===== src/rtl/bin2bcd_seq.sv =====
// bin2bcd_seq: sequential binary-to-BCD converter (double dabble, one bit per clock).
// It captures BIN on request, shifts it through a five-nibble scratch over WIDTH cycles,
// then holds the resulting digits and pulses DONE for one cycle.
module bin2bcd_seq #(
    parameter int unsigned WIDTH = 16
) (
    input  logic             CLOCK_50,
    input  logic             RESET,
    input  logic             START,
    input  logic             AUTO,
    input  logic [WIDTH-1:0] BIN,
    output logic             BUSY,
    output logic             DONE,
    output logic [3:0]       BCD0,
    output logic [3:0]       BCD1,
    output logic [3:0]       BCD2,
    output logic [3:0]       BCD3,
    output logic [3:0]       BCD4
);

    localparam int unsigned CNT_W  = 5;
    localparam int unsigned NDIG   = 5;
    localparam int unsigned SCR_W  = 4 * NDIG;

    typedef enum logic {
        S_IDLE  = 1'b0,
        S_SHIFT = 1'b1
    } state_e;

    state_e             state_q, state_d;
    logic [CNT_W-1:0]   cnt_q,   cnt_d;
    logic [WIDTH-1:0]   op_q,    op_d;
    logic [SCR_W-1:0]   scr_q,   scr_d;
    logic [SCR_W-1:0]   bcd_q,   bcd_d;
    logic               done_q,  done_d;

    logic               req_c;
    logic               last_c;
    logic [SCR_W-1:0]   corr_c;
    logic [SCR_W-1:0]   shifted_c;

    assign req_c  = START | AUTO;
    assign last_c = (cnt_q == CNT_W'(1));

    // Add 3 to every nibble that is 5 or more, then shift the operand MSB into bit 0
    always_comb begin
        corr_c = scr_q;
        for (int i = 0; i < int'(NDIG); i++) begin
            if (scr_q[4*i +: 4] >= 4'd5) begin
                corr_c[4*i +: 4] = scr_q[4*i +: 4] + 4'd3;
            end
        end
        shifted_c = {corr_c[SCR_W-2:0], op_q[WIDTH-1]};
    end

    // State register
    always_ff @(posedge CLOCK_50 or posedge RESET) begin
        if (RESET) begin
            state_q <= S_IDLE;
        end else begin
            state_q <= state_d;
        end
    end

    // Next-state logic: leave IDLE on a request, return after the last shift
    always_comb begin
        state_d = state_q;
        case (state_q)
            S_IDLE:  if (req_c)  state_d = S_SHIFT;
            S_SHIFT: if (last_c) state_d = S_IDLE;
            default: state_d = S_IDLE;
        endcase
    end

    // Datapath and output next values; everything holds unless updated below
    always_comb begin
        cnt_d  = cnt_q;
        op_d   = op_q;
        scr_d  = scr_q;
        bcd_d  = bcd_q;
        done_d = 1'b0;
        case (state_q)
            S_IDLE: begin
                if (req_c) begin
                    op_d  = BIN;
                    scr_d = '0;
                    cnt_d = CNT_W'(WIDTH);
                end
            end
            S_SHIFT: begin
                scr_d = shifted_c;
                op_d  = op_q << 1;
                cnt_d = cnt_q - CNT_W'(1);
                if (last_c) begin
                    bcd_d  = shifted_c;
                    done_d = 1'b1;
                end
            end
            default: ;
        endcase
    end

    // Working and output registers
    always_ff @(posedge CLOCK_50 or posedge RESET) begin
        if (RESET) begin
            cnt_q  <= '0;
            op_q   <= '0;
            scr_q  <= '0;
            bcd_q  <= '0;
            done_q <= 1'b0;
        end else begin
            cnt_q  <= cnt_d;
            op_q   <= op_d;
            scr_q  <= scr_d;
            bcd_q  <= bcd_d;
            done_q <= done_d;
        end
    end

    assign BUSY = (state_q == S_SHIFT);
    assign DONE = done_q;
    assign BCD0 = bcd_q[3:0];
    assign BCD1 = bcd_q[7:4];
    assign BCD2 = bcd_q[11:8];
    assign BCD3 = bcd_q[15:12];
    assign BCD4 = bcd_q[19:16];

endmodule


===== config.mk =====
export PLATFORM = sky130hd
export DESIGN_NAME = bin2bcd_seq
export DESIGN_NICKNAME = d
export VERILOG_FILES = /design/src/rtl/bin2bcd_seq.sv
export SDC_FILE = /design/constraint.sdc
export NUM_CORES = 1
export LEC_CHECK = 0
export ABC_CLOCK_PERIOD_IN_PS = 3700
export CAP_MARGIN = 5
export CORE_MARGIN = 2
export CORE_UTILIZATION = 25
export DETAILED_ROUTE_END_ITERATION = 16
export SETUP_SLACK_MARGIN = 0.5
export SYNTH_ARGS = -nofsm -noshare
export SYNTH_HDL_FRONTEND = slang
export SYNTH_SLANG_ARGS = --single-unit

===== constraint.sdc =====
create_clock -name CLOCK_50 -period 3.7 [get_ports CLOCK_50]
set_input_delay 0.37 -clock CLOCK_50 [delete_from_list [all_inputs] [get_ports CLOCK_50]]
set_output_delay 0.37 -clock CLOCK_50 [all_outputs]
set_load 0.05 [all_outputs]

==> impl_metrics.ini <==
[yosys]
yosys_register_bits = 63
syn_nets = 319
syn-cell-area_sq_um = 3063
synth_cells = 287
ys_warn_count = 0
syn_area_per_cell_sq_um = 10.67
ys_types = 30
seq_area_frac_synth = 0.5147

[setup_path]
required_ns = 3.33
worst-path-buf-inv = 1
crit_type = reg -> out
path_delay_family = buffers and inverters
crit_path_cell_trace = clkdlybuf4s50_1
cp.arrival_ns = 1.93
critPathCaptureType = output port
critPathMaxFanout = 18
max_stage_delay_ns = 0.92
start_kind = register
critPathSlowestCell = clkdlybuf4s50_1

[die]
dieHeight_um = 114.7
start_util = 0.2561
die-area_sq_um = 13150
core-area_sq_um = 11960
row_count = 40
die_x_um = 114.7
num_io_pins = 42

[clock_network]
cts_hold_repair.buffers = 0
clock_path_buffers = 2
clock-sinks = 63
cts_resized = 0
htreeDepth = 3
cts_buffers = 9
post_cts_buffers = 0
cts_root_buf = clkbuf_16
cts_tree = yes
path_clk_slew_ns = 0.06
clock_latency_ns = 0.33

[power]
pwr_density_cell_nw_per_um2 = 971.4
power.leakage_uw = 0.001700
peakVddDrop_mv = 0.3532

[layout]
syn2layout_area_growth_pct = 28.92
fillCellCount = 1219
post-route-util = 0.3301
diodes = 0
layout.nets = 362
seq_area_sq_um = 1577
multiInputGateArea_sq_um = 1364
drive_above_1_share = 0.1313

[sta]
fmax_mhz = 434.0
finalCriticalPeriod_ns = 2.304
finalCritPeriodShare = 0.6228
worst_pin_slew_ns = 0.7153
slew_headroom = 0.5225
clock-skew-final_ns = 0.005165
tns_ns = 0
final-setup-viol-count = 0
final_max_slew_viol_count = 0
finalHoldViolCount = 0
grt_setup_unrepaired = false

[global_route]
grt.total_usage = 0.1036
grt_pass1_wl_um = 10670
grt_max_degree = 37
grt_pass1_vias = 2177
gr-total-overflow = 0
antenna_found_initial = 0

[detailed_routing]
wl_per_cell_um = 12.99
route.vias.total = 2177
drtAntennaViolNets = 0
routed_via_density = 4.517
wirelength_um = 6263
dr.pass1.iters = 4
drt_iter0_drc = 88
drc_errors = 0

[placed_design]
io_buffers = 41
hpwlAfterDp_um = 4250
place_congestion = 0.7756

[job]
maxCapViolCount = 0

[status]
status = finished clean

[min_path]
worstHoldPathType = reg -> reg
worst paths after layout:
path	endpoint	cells past startpoint	slack, ns	start
setup / recovery	BUSY	1	1.40	BUSY
hold / removal	bcd_q[11]	2	0.48	bcd_q[11]
setup reg to reg	scr_q[7]	5	1.69	BUSY
hold reg to reg	bcd_q[11]	2	0.48	bcd_q[11]
max in group asynchronous	op_q[6]	3	2.31	RESET
min in group asynchronous	bcd_q[5]	2	0.50	RESET
stage by stage:
| step | total power, uW | hold WS (ns) | setup WS (ns) | cell area (sq um) | cells |
|---|---|---|---|---|---|
| final | 3836 | 0.4815 | 1.396 | 3949 | 482 |
| after global routing | 4115 | 0.5180 | 1.280 | 3949 | 482 |
| after CTS | 3882 | 0.4865 | 1.381 | 3949 | 482 |
| after detailed placement | 2955 | 0.4740 | 1.611 | 3626 | 466 |
| after global placement | 2904 | 0.4665 | 1.658 | 3626 | 466 |
| after floorplan | 2493 | 0.4496 | 1.760 | 3063 | 287 |
cells by family (layout without fill, tap and decap cells):
family,Yosys count,count (layout),synth area share
AOI/OAI and AO/OA,71,71,0.1418
xor gates and xnor gates,8,8,0.02288
adders and majority gates,12,12,0.04902
buffers and inverters,28,76,0.04085
DFF,63,63,0.5147
muxes,29,29,0.1046
and+or+nand+nor,76,76,0.1262
cells in the mapped netlist (all sizes together):
cell type / n / area share
nand3: 6 / 0.0098
a21oi: 15 / 0.040
mux2: 9 / 0.039
clkbuf: 3 / 0.0037
nor3: 6 / 0.011
nor2: 3 / 0.0045
or2b: 1 / 0.0025
nand4b: 1 / 0.0078
clkinv: 1 / 0.0029
a22o: 8 / 0.023
buf: 10 / 0.017
nand2b: 5 / 0.013
nand2: 45 / 0.055
dfrtp: 63 / 0.51
o21ai: 48 / 0.078
mux2i: 20 / 0.065
xor2: 2 / 0.0057
ha: 12 / 0.049
nor4: 1 / 0.0020
xnor2: 6 / 0.017
inv: 14 / 0.017
nor3b: 8 / 0.020
sequential cells by signal, indices dropped and copies added (netlist names):
| signal | flops |
|---|---|
| bcd_q | 20 |
| DONE | 1 |
| cnt_q | 5 |
| op_q | 16 |
| scr_q | 20 |
| BUSY | 1 |
area by class of cell:
cell class | count | area share
well taps | 147 | 0.04658
repair buffers | 45 | 0.1115
inverters | 15 | 0.01553
multi-input cells | 196 | 0.3454
flip-flops and latches | 63 | 0.3992
clock inverters | 7 | 0.02471
clock buffers | 9 | 0.05703
power by group:
| part | switching [uW] | internal, uW | leakage [uW] |
|---|---|---|---|
| Combinational | 959 | 716 | 0.000744 |
| Sequential | 265 | 989 | 0.000804 |
| Clock | 317 | 590 | 0.000152 |
per-layer routing:
layer  vias to the layer above  GRT usage  part of all wire
met2                        53     0.1558              0.43
met5                         -          0                 0
met3                         7    0.03600             0.057
li1                       1081          -                 -
met1                      1036     0.1390              0.50
met4                         0    0.03415            0.0099
cells in the final DEF (no fill, tap or decap), types with 5 or more instances in the layout:
cell and instances:
o21ai_1 24, xnor2_1 6, inv_1 13, o21ai_0 24, dfrtp_1 63, nand3_1 6
nor3b_1 8, a21oi_1 10, mux2_4 5, nand2_1 45, a22o_1 8, clkbuf_16 9
mux2i_1 20, clkdlybuf4s50_1 41, ha_1 12, nor3_1 5
Note: power is estimated with default switching activity, not from simulation.
